File: src/rtl/mac_arb_seq_pkg.sv
`default_nettype none
// ============================================================================
// Module      : mac_pkg
// Description : Shared types and constants for the two-requester MAC
//               sequencer: FSM state encoding and requester-ID width.
// Ports       : none (package)
// Revision    : 1.0 - initial release
// ============================================================================
package mac_pkg;

    // One bit is enough to name either of the two requesters.
    localparam int ID_W = 1;

    // Sequencer states. The FSM itself uses explicit-width localparams
    // derived from these values.
    typedef enum logic [1:0] {
        IDLE  = 2'd0,
        RUN   = 2'd1,
        DRAIN = 2'd2,
        OUT   = 2'd3
    } state_e;

endpackage
`default_nettype wire

File: src/rtl/mac_arb_seq_if.sv
`default_nettype none
// ============================================================================
// Module      : mac_arb_seq_if
// Description : Bundle of the requester streams, result stream, enable and
//               busy status of the MAC sequencer.
//               master : requesters + result consumer side
//               slave  : the sequencer itself
// Ports       : ena, req{0,1}_{valid,ready,a,b,last},
//               res_{valid,ready,data,id,ovf}, busy
// Revision    : 1.0 - initial release
// ============================================================================
interface mac_arb_seq_if #(
    parameter int W     = 2,
    parameter int ACC_W = 8
);
    import mac_pkg::*;

    logic              ena;

    logic              req0_valid;
    logic              req0_ready;
    logic [W-1:0]      req0_a;
    logic [W-1:0]      req0_b;
    logic              req0_last;

    logic              req1_valid;
    logic              req1_ready;
    logic [W-1:0]      req1_a;
    logic [W-1:0]      req1_b;
    logic              req1_last;

    logic              res_valid;
    logic              res_ready;
    logic [ACC_W-1:0]  res_data;
    logic [ID_W-1:0]   res_id;
    logic              res_ovf;

    logic              busy;

    modport master (
        output ena,
        output req0_valid, req0_a, req0_b, req0_last,
        input  req0_ready,
        output req1_valid, req1_a, req1_b, req1_last,
        input  req1_ready,
        input  res_valid, res_data, res_id, res_ovf,
        output res_ready,
        input  busy
    );

    modport slave (
        input  ena,
        input  req0_valid, req0_a, req0_b, req0_last,
        output req0_ready,
        input  req1_valid, req1_a, req1_b, req1_last,
        output req1_ready,
        output res_valid, res_data, res_id, res_ovf,
        input  res_ready,
        output busy
    );

endinterface
`default_nettype wire

File: src/rtl/mac_arb_seq_rr_arb2.sv
`default_nettype none
// ============================================================================
// Module      : mac_rr_arb2
// Description : Two-way round-robin grant. Purely combinational; the
//               pointer register lives in the parent.
// Ports       : valid0, valid1 - request lines
//               rr_ptr         - requester favoured when both request
//               any_valid      - at least one request present
//               grant          - index of the granted requester
// Revision    : 1.0 - initial release
// ============================================================================
module mac_rr_arb2 (
    input  wire logic valid0,
    input  wire logic valid1,
    input  wire logic rr_ptr,
    output logic      any_valid,
    output logic      grant
);

    assign any_valid = valid0 | valid1;

    always_comb begin
        grant = 1'b0;
        if (valid0 && valid1) begin
            grant = rr_ptr;
        end else if (valid1) begin
            grant = 1'b1;
        end
    end

endmodule
`default_nettype wire

File: src/rtl/mac_arb_seq.sv
`default_nettype none
// ============================================================================
// Module      : mac_arb_seq
// Description : Shares one multiply-accumulate datapath between two
//               requesters. Bursts are granted round-robin; each accepted
//               beat's product is registered, then added to the accumulator
//               one cycle later. One result (sum, owner ID, sticky wrap
//               flag) is presented per burst.
// Ports       : clk  - clock
//               rst  - synchronous active-high reset
//               bus  - mac_arb_seq_if.slave (requesters, result, ena, busy)
// Parameters  : W     - operand width
//               ACC_W - accumulator width, must be >= 2*W
// Revision    : 1.0 - initial release
// ============================================================================
module mac_arb_seq
    import mac_pkg::*;
#(
    parameter int W     = 2,
    parameter int ACC_W = 8
) (
    input  wire logic     clk,
    input  wire logic     rst,
    mac_arb_seq_if.slave  bus
);

    localparam logic [1:0] c_st_idle  = 2'(IDLE);
    localparam logic [1:0] c_st_run   = 2'(RUN);
    localparam logic [1:0] c_st_drain = 2'(DRAIN);
    localparam logic [1:0] c_st_out   = 2'(OUT);

    logic [1:0]       r_state;
    logic             r_owner;
    logic             r_rr_ptr;
    logic             r_prod_valid;
    logic [2*W-1:0]   r_prod;
    logic [ACC_W-1:0] r_acc;
    logic             r_ovf;

    logic             w_any_valid;
    logic             w_grant;
    logic             w_run;
    logic             w_out;
    logic             w_sel_valid;
    logic             w_sel_last;
    logic [W-1:0]     w_sel_a;
    logic [W-1:0]     w_sel_b;
    logic             w_accept;
    logic [2*W-1:0]   w_prod;
    logic [ACC_W:0]   w_sum;

    mac_rr_arb2 u_arb (
        .valid0    (bus.req0_valid),
        .valid1    (bus.req1_valid),
        .rr_ptr    (r_rr_ptr),
        .any_valid (w_any_valid),
        .grant     (w_grant)
    );

    assign w_run = (r_state == c_st_run);
    assign w_out = (r_state == c_st_out);

    // Only the owner is ever offered ready, and only while enabled in RUN.
    assign bus.req0_ready = w_run && bus.ena && !r_owner;
    assign bus.req1_ready = w_run && bus.ena &&  r_owner;

    assign w_sel_valid = r_owner ? bus.req1_valid : bus.req0_valid;
    assign w_sel_last  = r_owner ? bus.req1_last  : bus.req0_last;
    assign w_sel_a     = r_owner ? bus.req1_a     : bus.req0_a;
    assign w_sel_b     = r_owner ? bus.req1_b     : bus.req0_b;

    assign w_accept = w_run && bus.ena && w_sel_valid;

    // Operands are zero-extended to the full product width before the
    // multiply so the product never truncates.
    assign w_prod = {{W{1'b0}}, w_sel_a} * {{W{1'b0}}, w_sel_b};

    // One extra bit catches the carry-out used for the sticky wrap flag.
    assign w_sum = {1'b0, r_acc} + {{(ACC_W + 1 - 2*W){1'b0}}, r_prod};

    always_ff @(posedge clk) begin
        if (rst) begin
            r_state      <= c_st_idle;
            r_owner      <= 1'b0;
            r_rr_ptr     <= 1'b0;
            r_prod_valid <= 1'b0;
            r_prod       <= '0;
            r_acc        <= '0;
            r_ovf        <= 1'b0;
        end else begin
            // Second pipeline stage: a product registered last cycle is
            // folded into the accumulator regardless of ena.
            if (r_prod_valid) begin
                r_acc <= w_sum[ACC_W-1:0];
                if (w_sum[ACC_W]) begin
                    r_ovf <= 1'b1;
                end
            end

            // First pipeline stage: capture the product of an accepted beat.
            r_prod_valid <= w_accept;
            if (w_accept) begin
                r_prod <= w_prod;
            end

            case (r_state)
                c_st_idle: begin
                    if (w_any_valid) begin
                        r_owner <= w_grant;
                        r_state <= c_st_run;
                    end
                end
                c_st_run: begin
                    if (w_accept && w_sel_last) begin
                        r_state <= c_st_drain;
                    end
                end
                c_st_drain: begin
                    // The final beat's product is added during this cycle.
                    r_state <= c_st_out;
                end
                c_st_out: begin
                    if (bus.res_ready) begin
                        r_state  <= c_st_idle;
                        r_acc    <= '0;
                        r_ovf    <= 1'b0;
                        r_rr_ptr <= ~r_owner;
                    end
                end
                default: begin
                    r_state <= c_st_idle;
                end
            endcase
        end
    end

    // Result fields are held at zero outside OUT so idle outputs read clean.
    assign bus.res_valid = w_out;
    assign bus.res_data  = w_out ? r_acc : '0;
    assign bus.res_id    = w_out & r_owner;
    assign bus.res_ovf   = w_out & r_ovf;
    assign bus.busy      = (r_state != c_st_idle);

endmodule
`default_nettype wire

File: src/flat_wrapper.sv
// flat-port wrapper written by rule: the top's interface ports become plain ports
module mac_arb_seq_flat import mac_pkg::*;
#(
    parameter int W     = 2,
    parameter int ACC_W = 8
)
  (clk, rst, bus_ena, bus_req0_valid, bus_req0_a, bus_req0_b, bus_req0_last, bus_req0_ready, bus_req1_valid, bus_req1_a, bus_req1_b, bus_req1_last, bus_req1_ready, bus_res_valid, bus_res_data, bus_res_id, bus_res_ovf, bus_res_ready, bus_busy);
  mac_arb_seq_if #(.W(W), .ACC_W(ACC_W)) bus_i ();
  input  wire logic clk;
  input  wire logic rst;
  input wire logic [$bits(bus_i.ena)-1:0] bus_ena;
  input wire logic [$bits(bus_i.req0_valid)-1:0] bus_req0_valid;
  input wire logic [$bits(bus_i.req0_a)-1:0] bus_req0_a;
  input wire logic [$bits(bus_i.req0_b)-1:0] bus_req0_b;
  input wire logic [$bits(bus_i.req0_last)-1:0] bus_req0_last;
  output wire logic [$bits(bus_i.req0_ready)-1:0] bus_req0_ready;
  input wire logic [$bits(bus_i.req1_valid)-1:0] bus_req1_valid;
  input wire logic [$bits(bus_i.req1_a)-1:0] bus_req1_a;
  input wire logic [$bits(bus_i.req1_b)-1:0] bus_req1_b;
  input wire logic [$bits(bus_i.req1_last)-1:0] bus_req1_last;
  output wire logic [$bits(bus_i.req1_ready)-1:0] bus_req1_ready;
  output wire logic [$bits(bus_i.res_valid)-1:0] bus_res_valid;
  output wire logic [$bits(bus_i.res_data)-1:0] bus_res_data;
  output wire logic [$bits(bus_i.res_id)-1:0] bus_res_id;
  output wire logic [$bits(bus_i.res_ovf)-1:0] bus_res_ovf;
  input wire logic [$bits(bus_i.res_ready)-1:0] bus_res_ready;
  output wire logic [$bits(bus_i.busy)-1:0] bus_busy;
  assign bus_i.ena = bus_ena;
  assign bus_i.req0_valid = bus_req0_valid;
  assign bus_i.req0_a = bus_req0_a;
  assign bus_i.req0_b = bus_req0_b;
  assign bus_i.req0_last = bus_req0_last;
  assign bus_req0_ready = bus_i.req0_ready;
  assign bus_i.req1_valid = bus_req1_valid;
  assign bus_i.req1_a = bus_req1_a;
  assign bus_i.req1_b = bus_req1_b;
  assign bus_i.req1_last = bus_req1_last;
  assign bus_req1_ready = bus_i.req1_ready;
  assign bus_res_valid = bus_i.res_valid;
  assign bus_res_data = bus_i.res_data;
  assign bus_res_id = bus_i.res_id;
  assign bus_res_ovf = bus_i.res_ovf;
  assign bus_i.res_ready = bus_res_ready;
  assign bus_busy = bus_i.busy;
  mac_arb_seq #(.W(W), .ACC_W(ACC_W)) u_core (.clk(clk), .rst(rst), .bus(bus_i));
endmodule
File: config.mk
export PLATFORM = sky130hd
export DESIGN_NAME = mac_arb_seq_flat
export DESIGN_NICKNAME = d
export VERILOG_FILES = /design/src/rtl/mac_arb_seq_pkg.sv /design/src/rtl/mac_arb_seq_if.sv /design/src/rtl/mac_arb_seq_rr_arb2.sv /design/src/rtl/mac_arb_seq.sv /design/src/flat_wrapper.sv
export SDC_FILE = /design/constraint.sdc
export NUM_CORES = 1
export LEC_CHECK = 0
export CORE_ASPECT_RATIO = 0.8
export CORE_UTILIZATION = 38
export CTS_CLUSTER_DIAMETER = 200
export DETAILED_ROUTE_END_ITERATION = 8
export PLACE_DENSITY_LB_ADDON = 0.25
export SETUP_SLACK_MARGIN = 0.1
export SLEW_MARGIN = 20
export SYNTH_ARGS = -nofsm -noshare
export SYNTH_HDL_FRONTEND = slang
export SYNTH_SLANG_ARGS = --single-unit
File: constraint.sdc
create_clock -name clk -period 2.4 [get_ports clk]
set_input_delay 0.24 -clock clk [delete_from_list [all_inputs] [get_ports clk]]
set_output_delay 0.24 -clock clk [all_outputs]
set_load 0.005 [all_outputs]
==> results of run 1 <==
-- area by class of cell --
cell class	count	area, µm²	share of cell area
inverter	4	15.01	0.01047
timing repair buffer	29	290.3	0.2024
tap	36	45.04	0.03141
sequential	18	360.3	0.2513
multi-input combinational	97	686.9	0.4791
clock buffer	4	36.28	0.02531
-- report_power, final --
group	leakage, nW	internal, mW	total, mW	switching (mW)
clock network	0.0210	0.0924	0.183	0.0909
registers	0.146	0.326	0.359	0.0335
logic	0.411	0.145	0.280	0.135
-- through the flow --
step	instances	area, µm²	utilization
after floorplan	124	1082	-
after global placement	184	1398	0.5454
after detailed placement	184	1398	0.5454
after CTS	188	1434	0.5596
after global routing	188	1434	0.5596
final	188	1434	0.5596
-- metal layers --
metal  vias up  share of wire  wire [µm]  global-route usage
li1        506              -          -                   -
met1       434           0.52       1162              0.2301
met2        20           0.41        931              0.2294
met3         2          0.061        138             0.05249
met4         0         0.0053         12             0.03333
met5         -              0          0                   0
-- worst max-delay path, cell delays in order, from the launching register on --
cell	delay [ns]
dfxtp_1	0.38
ha_1	0.47
and2_1	0.21
clkdlybuf4s50_1	0.50
-- cell usage after synthesis, types with 3 or more instances --
master    number
nor2_1        17
a21oi_1        6
dfxtp_1       18
mux2i_1        7
nand2_1        6
xnor2_1        3
clkbuf_1       4
o21ai_0        3
and2_1        10
ha_1          10
inv_1          4
-- how the worst max path moves through the flow --
stage | start | endpoint | cells after the start
6_report | u_core.r_state[0] | bus_res_id | 3
5_1_grt | u_core.r_state[0] | bus_res_data[5] | 3
4_1_cts | u_core.r_state[0] | bus_res_id | 3
3_5_place_dp | u_core.r_state[0] | u_core.r_state[1] | 5
3_3_place_gp | bus_req0_valid | u_core.r_state[0] | 5
2_1_floorplan | u_core.r_acc[0] | u_core.r_ovf | 6
-- registers in the layout, summed over array words and instances, names as in the netlist --
| name | cells |
|---|---|
| u_core.r_prod | 4 |
| u_core.r_state | 2 |
| u_core.r_owner | 1 |
| u_core.r_ovf | 1 |
| u_core.r_prod_valid | 1 |
| u_core.r_acc | 8 |
| u_core.r_rr_ptr | 1 |
-- logic make-up (layout without fill, tap and decap cells) --
| logic type | after synthesis | count (layout) | share of synthesized area |
|---|---|---|---|
| simple gates | 49 | 49 | 0.2347 |
| compound gates | 27 | 27 | 0.1769 |
| flops | 18 | 18 | 0.3330 |
| fa+ha+maj | 11 | 11 | 0.1341 |
| buf+inv | 9 | 37 | 0.03236 |
| mux | 7 | 7 | 0.06474 |
| xor+xnor | 3 | 3 | 0.02428 |
==> summary by stage, run 1 <==
Run status
The run finished with clean final reports.

Routing
After the first detailed-routing iteration, the DRC count stood at 24. Dividing the detail-routed via count by the number of cells gives slightly above 5. In this run the remaining antenna-violating nets after routing total 0. The first detailed-routing pass ran for 4 iterations.

The post-detailed-routing wire length is 2244 µm. The count of unresolved DRC violations after routing is 0. The vias after detailed routing is roughly 960.

In the final routed layout, each cell accounts on average for 11.94 µm.

Min path
The end of the worst hold path is u_core.r_ovf. The worst hold path stage count is 2. The startpoint identified for the worst hold timing path is u_core.r_ovf. The path type of the worst min-delay path is reg -> reg.

Floorplanning
The die covers roughly 3100 µm². The die is approximately 50 µm tall. After floorplanning, the core was divided into 16 placement rows. The core area is approximately 2600 µm². The I/O pin count is 30. The initial utilization of the core area, before any placement, comes to 0.4224.

The die is 61.67 µm wide.

STA
After routing, the total negative slack on setup checks comes to 0 ns. The clock period could shrink to between 2 and 2.5 ns. Once routing completed, OpenROAD measured the worst setup slack at between 0.3 and 0.4 ns. The number of endpoints with negative hold slack in the final report is 0. Across all hold checks on the routed design, the worst slack comes to just under 0.5 ns. The final period utilization is 0.8696. The number of max-slew violations in the final report came to 0. Setup repair after global routing left no endpoint under its margin.

The measured slew at the worst slew-check pin is about 0.47 ns. The worst max-slew margin expressed relative to the limit is 0.6839. The final count of negative-setup-slack endpoints is 0. Timing would allow up to between 400 and 500 MHz.

The clock tree skew after final layout is 0.001251 ns.

Synth
In the post-synthesis netlist, the biggest area contributors are dfxtp_1 (33%), ha_1 (12%), mux2i_1 (6.5%), nor2_1 (5.9%), and2_1 (5.8%). In the synthesized netlist, the number of instances is approximately 120. In the synthesized netlist the dominant register cell turns out to be dfxtp_1. The total number of yosys warnings is 0.

The largest total area in the synthesized netlist belongs to dfxtp_1. The area of the mapped netlist is between 1000 and 1500 µm². Of the synthesized area, sequential elements account for 0.3329. After synthesis, the mean cell area works out to ~8.7 µm². The synthesized design contains 18 register bits. Yosys mapped a number of flops with a built-in enable equal to 0. The fraction of synthesis flops using an asynchronous set or reset pin is 0.

The netlist uses 37 different library cells. The number of nets handed over by synthesis was around 150. The share of synthesized area in the top cell type comes to 0.3329.

Power and ir drop
The power after layout is just over 0.8 mW. The reported leakage power is ~0.58 nW. The peak supply drop is 0.3512 mV.

The total power divided by cell area is roughly 570 nW/µm².

Global routing
Summed over all layers, the global routing overflow is 0. The total global-route track usage is 0.1595. The number of global-route vias before repair came to 856. The number of antenna violations at the first check in global routing was 0. The wire length of the first global-routing pass is between 3000 and 4000 µm. The maximum number of pins on one net before global-route repair is 17.

Placed design
The congestion estimate from routability-driven global placement came to 0.8483. Port buffering added 29 buffers. The wire-length estimate of the detail-placed layout is between 1500 and 2000 µm. The worst slack after detailed placement is 0.5047 ns.

Setup path
The critical path startpoint category is a flip-flop. The type of the worst setup path is reg -> out. The worst reg-to-reg path cell count is 5. For flop-to-flop paths, the worst setup slack is around 0.48 ns.

The terminus of the critical flop-to-flop path is u_core.r_state[1]. The arrival time at the worst endpoint is between 1.5 and 2 ns. The kind of end point of the critical path is an output pin. The maximum fanout along the worst path is 16. The startpoint identified for the worst register-to-register timing path is u_core.r_state[0]. The data required time at the worst endpoint is 2.16 ns.

Clock tree
The maximum count of clock buffers along a single path is 2. After clock tree synthesis, the repair step resized 0 gates. The latest clock arrival within the worst-skew pair is 0.29 ns. TritonCTS built the clock tree.

The total number of clock tree sinks is 18. The setup fix buffers added after clock tree synthesis is 0. The cell sitting at the root of the clock tree is a clkbuf_4.

For this design, the CTS-stage hold fixing added 0 buffers. The maximum level of the CTS H-tree is 1. The number of clock buffers inserted by TritonCTS is 3. After clock tree synthesis, the clock-pin slew on the worst setup and hold paths is about 0.1 ns.

Cells and area
The top cell types in the final layout, fill and taps aside, are clkdlybuf4s50_1 (29), dfxtp_1 (18), nor2_1 (17). The growth of design area from synthesis to finish is 32.49%. For this run, the post-layout net count is 180. The number of antenna diodes is 0. The most common cell after layout, fill and taps aside is clkdlybuf4s50_1.

In the final layout, the share of cells above drive strength 1 is 0.02632. Counting the fill cells in the layout gives approximately 240.

Flow run
The max-cap check violation count is 0.
(Power assumes the default switching activity.)
==> inputs of run 2 (changes only) <==
--- a/config.mk
+++ b/config.mk
@@ -6,7 +6,7 @@
 export NUM_CORES = 1
 export LEC_CHECK = 0
 export CORE_ASPECT_RATIO = 0.8
-export CORE_UTILIZATION = 38
+export CORE_UTILIZATION = 47
 export CTS_CLUSTER_DIAMETER = 200
 export DETAILED_ROUTE_END_ITERATION = 8
 export PLACE_DENSITY_LB_ADDON = 0.25
==> run 2 against run 1 <==
Net effect: global-route usage increased by 4.7 points; worst hold slack worse by 0.0096 ns; combinational power up 3%; first-iteration DRC count increased by 4.2%; sequential power about the same; flip-flop and latch count did not move; maximum frequency decreased by 0.68%; routed wire length is 3.5% higher; cell count shrank 5.9%; critical path type unchanged.
==> summary by stage, run 2 (same netlist as run 1, synthesis figures left out) <==
Run status
The flow ran to the end, and the final reports show no timing, DRC or antenna violations.

Cells and area
The area taken by flip-flops and latches is about 360 µm². The number of antenna diodes in the final layout is 0. The number of nets in the layout is 180. The flip-flop count of the largest register, all copies and words added is 8. From synthesis to final layout, the design area changed by 31.21%. The post-route standard cell area excluding fillers is approximately 1400 µm². The largest registers in the layout are u_core.r_acc x8, u_core.r_prod x4, u_core.r_state x2. The register bank with the most flops is u_core.r_acc. The most common cell after layout, fill and taps aside is clkdlybuf4s50_1. The library cells used most frequently in the layout, excluding fill and tap cells, are clkdlybuf4s50_1 (29), dfxtp_1 (18), nor2_1 (17). In the final layout, the share of cells above drive strength 1 is 0.02632. The multi-input combinational cells in the finished layout cover a total of between 600 and 700 µm². The layout has roughly 190 filler cells.

Clock tree
The later pin in the worst-skew pair is clocked with a latency of about 0.30 ns. The maximum level of the CTS H-tree is 1. TritonCTS created 3 clock buffers.

Clock tree synthesis found a total of 18 sinks. The longest clock path from root to sink contains 2 buffers. In this run, post-CTS hold repair placed 0 buffers. The post-CTS resize count is 0. The clock-pin slew of the registers on the worst-case setup and hold paths is approximately 0.11 ns. The TritonCTS clock tree is built. Once the clock tree was built, the setup fixing pass inserted 0 buffers.

The cell chosen for the clock root is clkbuf_4.

STA
The final critical delay including setup and external delays is between 2 and 2.5 ns. The clock tree skew after final layout is between 0.007 and 0.008 ns. The worst max-slew margin expressed relative to the limit is 0.6743. At the pin with the least slew margin, the transition time is roughly 0.49 ns. The maximum operating frequency is around 480 MHz. The number of max-slew violations in the final report is 0. Setup violations remaining at the end of the flow were counted as 0.

Of the available clock period, the critical path in the final layout requires 0.8756. On the final layout, the worst hold slack is ~0.48 ns. Setup repair after global routing left no endpoint under its margin. The number of endpoints with negative hold slack in the final report is 0. In the final timing run, aggregate negative setup slack is 0 ns.

Setup path
Measured in cells, the most critical reg-to-reg path has a length of 6. For flop-to-flop paths, the worst setup slack is between 0.4 and 0.5 ns. The worst setup path is launched from a flip-flop.

The data required time at the worst endpoint is ~2.2 ns. The combined buffer and inverter count along the critical path is 1. The category of cells accounting for the largest share of critical-path delay is buffers and inverters.

Following the worst setup path forward leads to its endpoint at bus_res_data[5]. The arrival time at the worst endpoint is 1.86 ns. The largest single stage delay on the critical path is a little under 0.5 ns.

The terminus of the critical flop-to-flop path is u_core.r_ovf. The largest individual stage delay along the critical path comes from the cell clkdlybuf4s50_1. The setup path with the least slack is of type reg -> out. The critical path runs through a total of 3 cells.

The worst register-to-register path begins at u_core.r_acc[0]. The launching element of the worst setup path is u_core.r_state[1]. The worst setup path is captured at an output pin. The critical path goes through ha_1, and2_1, clkdlybuf4s50_1.

The maximum fanout along the worst path is 16.

Placed design
The area of placed instances is about 1400 µm². The number of port buffers is 29. The placer congestion estimate is 0.8681.

The wire-length estimate of the detail-placed layout is around 1800 µm.

Min path
The worst hold path stage count is 2. In this run the worst hold path is classified as reg -> reg.

Power and ir drop
Across the VDD grid, the largest voltage drop is 0.4546 mV. The total power divided by cell area is roughly 600 nW/µm². For this design the static power due to leakage is between 0.5 and 0.6 nW. The power after layout is roughly 0.84 mW.

Floorplanning
In this run the horizontal extent of the chip is roughly 56 µm. Row generation in the floorplan step produced 15 rows. In this run the vertical extent of the chip is 44.92 µm. The I/O pin count is 30. After floorplanning, the core was sized to cover between 2000 and 2500 µm². For this configuration, the core starts out at a cell density of 0.5014. The die area is around 2500 µm².

Global routing
The number of antenna violations at the first check in global routing is 0. The first global-routing pass estimated 3905 µm of wire. The maximum number of pins on one net before global-route repair is 17. The total global-route track usage is 0.2065. For this run the aggregate overflow at the end of global routing stands at 0. The number of global-route vias before repair is 900.

Routing
The total iterations of the first detailed-routing run is 4. The average routed wire per standard cell is about 13 µm. The number of antenna-violating nets in the routed design is 0. Summed over all layers, the routed wires come to ~2300 µm. The detail-routed via count per cell is approximately 5.7. The final route contains a little over 1,000 vias. For this run, design rule violations remaining after detail routing come to 0.

The starting DRC count in detailed routing is 25.

Flow run
The max-cap check violation count is 0.
==> run 2: cell counts in the layout (fill, tap and decap cells not counted) <==
No cell type changed its count.
==> run 2: layout make-up <==
cell class	instances	share of cell area
multi-input cells	97	0.4837
flip-flops and latches	18	0.2537
repair buffers	29	0.2044
clock buffers	4	0.02555
well taps	25	0.02203
inverters	4	0.01057
==> run 2: where the power goes <==
part,internal [mW],switching [mW]
clock network,0.0926,0.101
registers,0.326,0.0327
logic,0.147,0.142
==> run 2: worst min-delay path by stage <==
stage             startpoint               to  slack [ns]
2_1_floorplan  bus_res_ready  u_core.r_rr_ptr        0.36
3_3_place_gp    u_core.r_ovf     u_core.r_ovf        0.45
3_5_place_dp    u_core.r_ovf     u_core.r_ovf        0.45
4_1_cts         u_core.r_ovf     u_core.r_ovf        0.48
5_1_grt         u_core.r_ovf     u_core.r_ovf        0.54
6_report        u_core.r_ovf     u_core.r_ovf        0.48
==> run 2: per-stage QoR <==
stage | setup slack (ns) | cells | utilization
CTS | 0.2630 | 177 | 0.6580
floorplan | 0.7114 | 124 | -
finish | 0.2986 | 177 | 0.6580
detailed placement | 0.4858 | 173 | 0.6412
global placement | 0.5594 | 173 | 0.6412
global route | 0.1530 | 177 | 0.6580
==> run 2: metal layers <==
| metal | track usage | wire, µm | vias up |
|---|---|---|---|
| met5 | 0 | 0 | - |
| met1 | 0.2674 | 1097 | 471 |
| met2 | 0.3301 | 1075 | 30 |
| met4 | 0.06500 | 15 | 0 |
| met3 | 0.07163 | 134 | 2 |
| li1 | - | - | 506 |
==> run 2: worst min-delay path, cell delays in order, from the launching register on <==
cell and delay [ns]:
dfxtp_1 0.34, a31oi_1 0.04, nor2_1 0.07
==> inputs of run 3 (changes only) <==
==> constraint.sdc (replaced) <==
create_clock -name clk -period 2.4 [get_ports clk]
set_input_delay 0.24 -clock clk [delete_from_list [all_inputs] [get_ports clk]]
set_output_delay 0.24 -clock clk [all_outputs]
set_load 0.1 [all_outputs]
==> run 3 against run 2 <==
Net effect: cell count is 0.56% lower; sequential power hardly changed; largest power group is now combinational logic; critical path depth is 3 higher.
==> summary by stage, run 3 (same netlist as run 1, synthesis figures left out) <==
Clock tree
The clock-pin slew of the registers on the worst-case setup and hold paths is 0.11 ns. The total number of clock tree sinks is 18. The latest clock arrival within the worst-skew pair is 0.30 ns. The cell chosen for the clock root is clkbuf_4. The setup fix buffers added after clock tree synthesis is 0. The number of clock buffers inserted by TritonCTS is 3. After clock tree synthesis, the repair step resized 0 gates.

The maximum level of the CTS H-tree is 1. The number of hold buffers added after CTS was 0. TritonCTS built the clock tree. The clock passes through at most 2 buffers.

Power and ir drop
The reported leakage power is approximately 0.6 nW. Of the total power, the clock network draws 0.163. The reported net switching power is between 0.4 and 0.5 mW. Power comes to about 0.94 mW.

The internal power of the cells totals 0.5249 mW. The peak supply drop is between 0.7 and 0.8 mV. The sequential share of power is 0.384. The share of total power dissipated in combinational logic is 0.453. Power spread over the standard cell area amounts to a little under 700 nW/µm². The fraction of power spent switching nets is 0.4392.

Cells and area
The register with the most flip-flops in the layout has 8 of them. Leaving out fill and tap cells, the most frequent cells in the layout are dfxtp_1 (18), nor2_1 (17), clkdlybuf4s50_1 (15). The final core utilization is 0.6365. In the final layout, the registers with the most flip-flops are u_core.r_acc x8, u_core.r_prod x4, u_core.r_state x2. The post-layout instance count excluding filler cells is between 150 and 200. Leaving out fill and tap cells, the most frequent cell in the layout is dfxtp_1. From synthesis to final layout, the design area changed by 26.94%. The number of nets in the layout is 180. The register bank with the most flops is u_core.r_acc. Of the cells placed in the final design, the portion with a size suffix greater than 1 is 0.1192. The finished cells cover between 1000 and 1500 µm². The number of antenna diodes is 0.

STA
Setup violations remaining at the end of the flow were counted as 0. The number of endpoints with negative hold slack in the final report came to 0. Setup repair after global routing left no endpoint under its margin. The final period utilization is 0.7884. The tightest hold path in the finished design has a slack of 0.4849 ns. The least setup slack across all paths after layout is 0.5078 ns. Clock skew on the completed layout was measured at around 0.0094 ns.

For the pin with the worst max-slew slack, the measured transition is 0.4529 ns. The number of max-slew violations in the final report was 0. The routed design could run at a clock period as short as 1.892 ns. The total negative setup slack is 0 ns. Static timing analysis puts the maximum clock frequency at around 530 MHz. The worst pin sits at a relative slew slack of 0.6971.

Placed design
Input and output buffers added on the ports amount to 29. The placer congestion estimate is ~0.9. The number of placed instances with taps included is approximately 170. The detailed placement HPWL is 1801 µm. The area of placed instances is about 1400 µm². Before CTS, the worst setup slack after placement is 0.4886 ns.

Floorplanning
The floorplan step defined a die boundary enclosing roughly 2500 µm². From left edge to right edge, the die measures 55.65 µm. The initial utilization of the core area, before any placement, comes to 0.5014. The floorplan row count is 15. The I/O pin count is 30. The core area is about 2200 µm².

The vertical die dimension is around 45 µm.

Setup path
In this run the register-to-register setup slack is around 0.51 ns. The kind of end point of the critical path is a flip-flop. Traced cell by cell, the critical path runs through ha_1, fa_1, a211oi_1, nor3_1, xnor2_1, nor2_1. In this run the worst path has a maximum fanout of 3. The critical path startpoint category is a flip-flop. The largest individual stage delay along the critical path comes from the cell fa_1.

The type of the worst setup path is reg -> reg. The critical path's largest stage delay is 0.43 ns. The data required time at the worst endpoint is 2.58 ns. The arrival time at the worst endpoint is between 2 and 2.5 ns.

Global routing
The aggregate global routing overflow is 0. Entering global routing, the biggest net connects 17 pins. The number of antenna violations at the first check in global routing is 0. The wire length of the first global-routing pass is slightly below 4000 µm.

In the global route stage, overall resource usage came out at 0.2048. The number of global-route vias before repair came to ~900.

Routing
The total iterations of the first detailed-routing run is 4. The post-detailed-routing wire length is 2324 µm. The routed layout has between 900 and 1,000 vias.

The starting DRC count in detailed routing is 24. The detail-routed via count per cell is 5.676. The count of unresolved DRC violations after routing is 0.

The average routed wire per standard cell is between 10 and 15 µm. The number of antenna-violating nets in the routed design is 0.

Min path
The path type of the worst min-delay path is reg -> reg.

Run status
The flow ran to the end, and the final reports show no timing, DRC or antenna violations.

Flow run
The max-cap check violation count is 0.
run 3: cell types whose count changed in the layout (fill, tap and decap cells not counted):
| cell | before | now |
|---|---|---|
| ha_2 | 0 | 1 |
| clkdlybuf4s50_1 | 29 | 15 |
| clkbuf_8 | 1 | 0 |
| buf_4 | 0 | 14 |
| ha_1 | 10 | 9 |
run 3: path summary, 6_finish.rpt:
kind | startpoint | end | depth (start not counted)
setup / recovery | u_core.r_acc[0] | u_core.r_acc[6] | 6
hold / removal | u_core.r_ovf | u_core.r_ovf | 2
setup reg to reg | u_core.r_acc[0] | u_core.r_acc[6] | 6
hold reg to reg | u_core.r_ovf | u_core.r_ovf | 2
run 3: power groups by stage:
stage / sequential, mW / combinational, mW / clock, mW
finish: 0.359 / 0.424 / 0.153
global route: 0.365 / 0.461 / 0.171
CTS: 0.360 / 0.426 / 0.156
detailed placement: 0.366 / 0.426 / 0
global placement: 0.366 / 0.413 / 0
floorplan: 0.350 / 0.337 / 0
run 3: layout make-up:
type | instances | area, µm²
Multi-Input combinational cell | 97 | 689.4
Timing Repair Buffer | 29 | 255.2
Sequential cell | 18 | 360.3
Fill cell | 206 | 784.5
Inverter | 4 | 15.01
Clock buffer | 3 | 22.52
Tap cell | 25 | 31.28
run 3: worst max-delay path: cells and delay by family, from the launching register on:
| family | cells | cell delay (ns) |
|---|---|---|
| AO/OA/AOI/OAI | 1 | 0.37 |
| XOR/XNOR | 1 | 0.19 |
| adder cells (fa/ha/maj) | 2 | 0.67 |
| flip-flops | 1 | 0.34 |
| AND/OR/NAND/NOR | 2 | 0.21 |
run 3: routing by layer:
metal / track usage / part of all wire / vias up
met5: 0 / 0 / -
met4: 0.07000 / 0.0056 / 0
met3: 0.07163 / 0.049 / 2
met2: 0.3518 / 0.46 / 23
met1: 0.2451 / 0.48 / 472
li1: - / - / 502
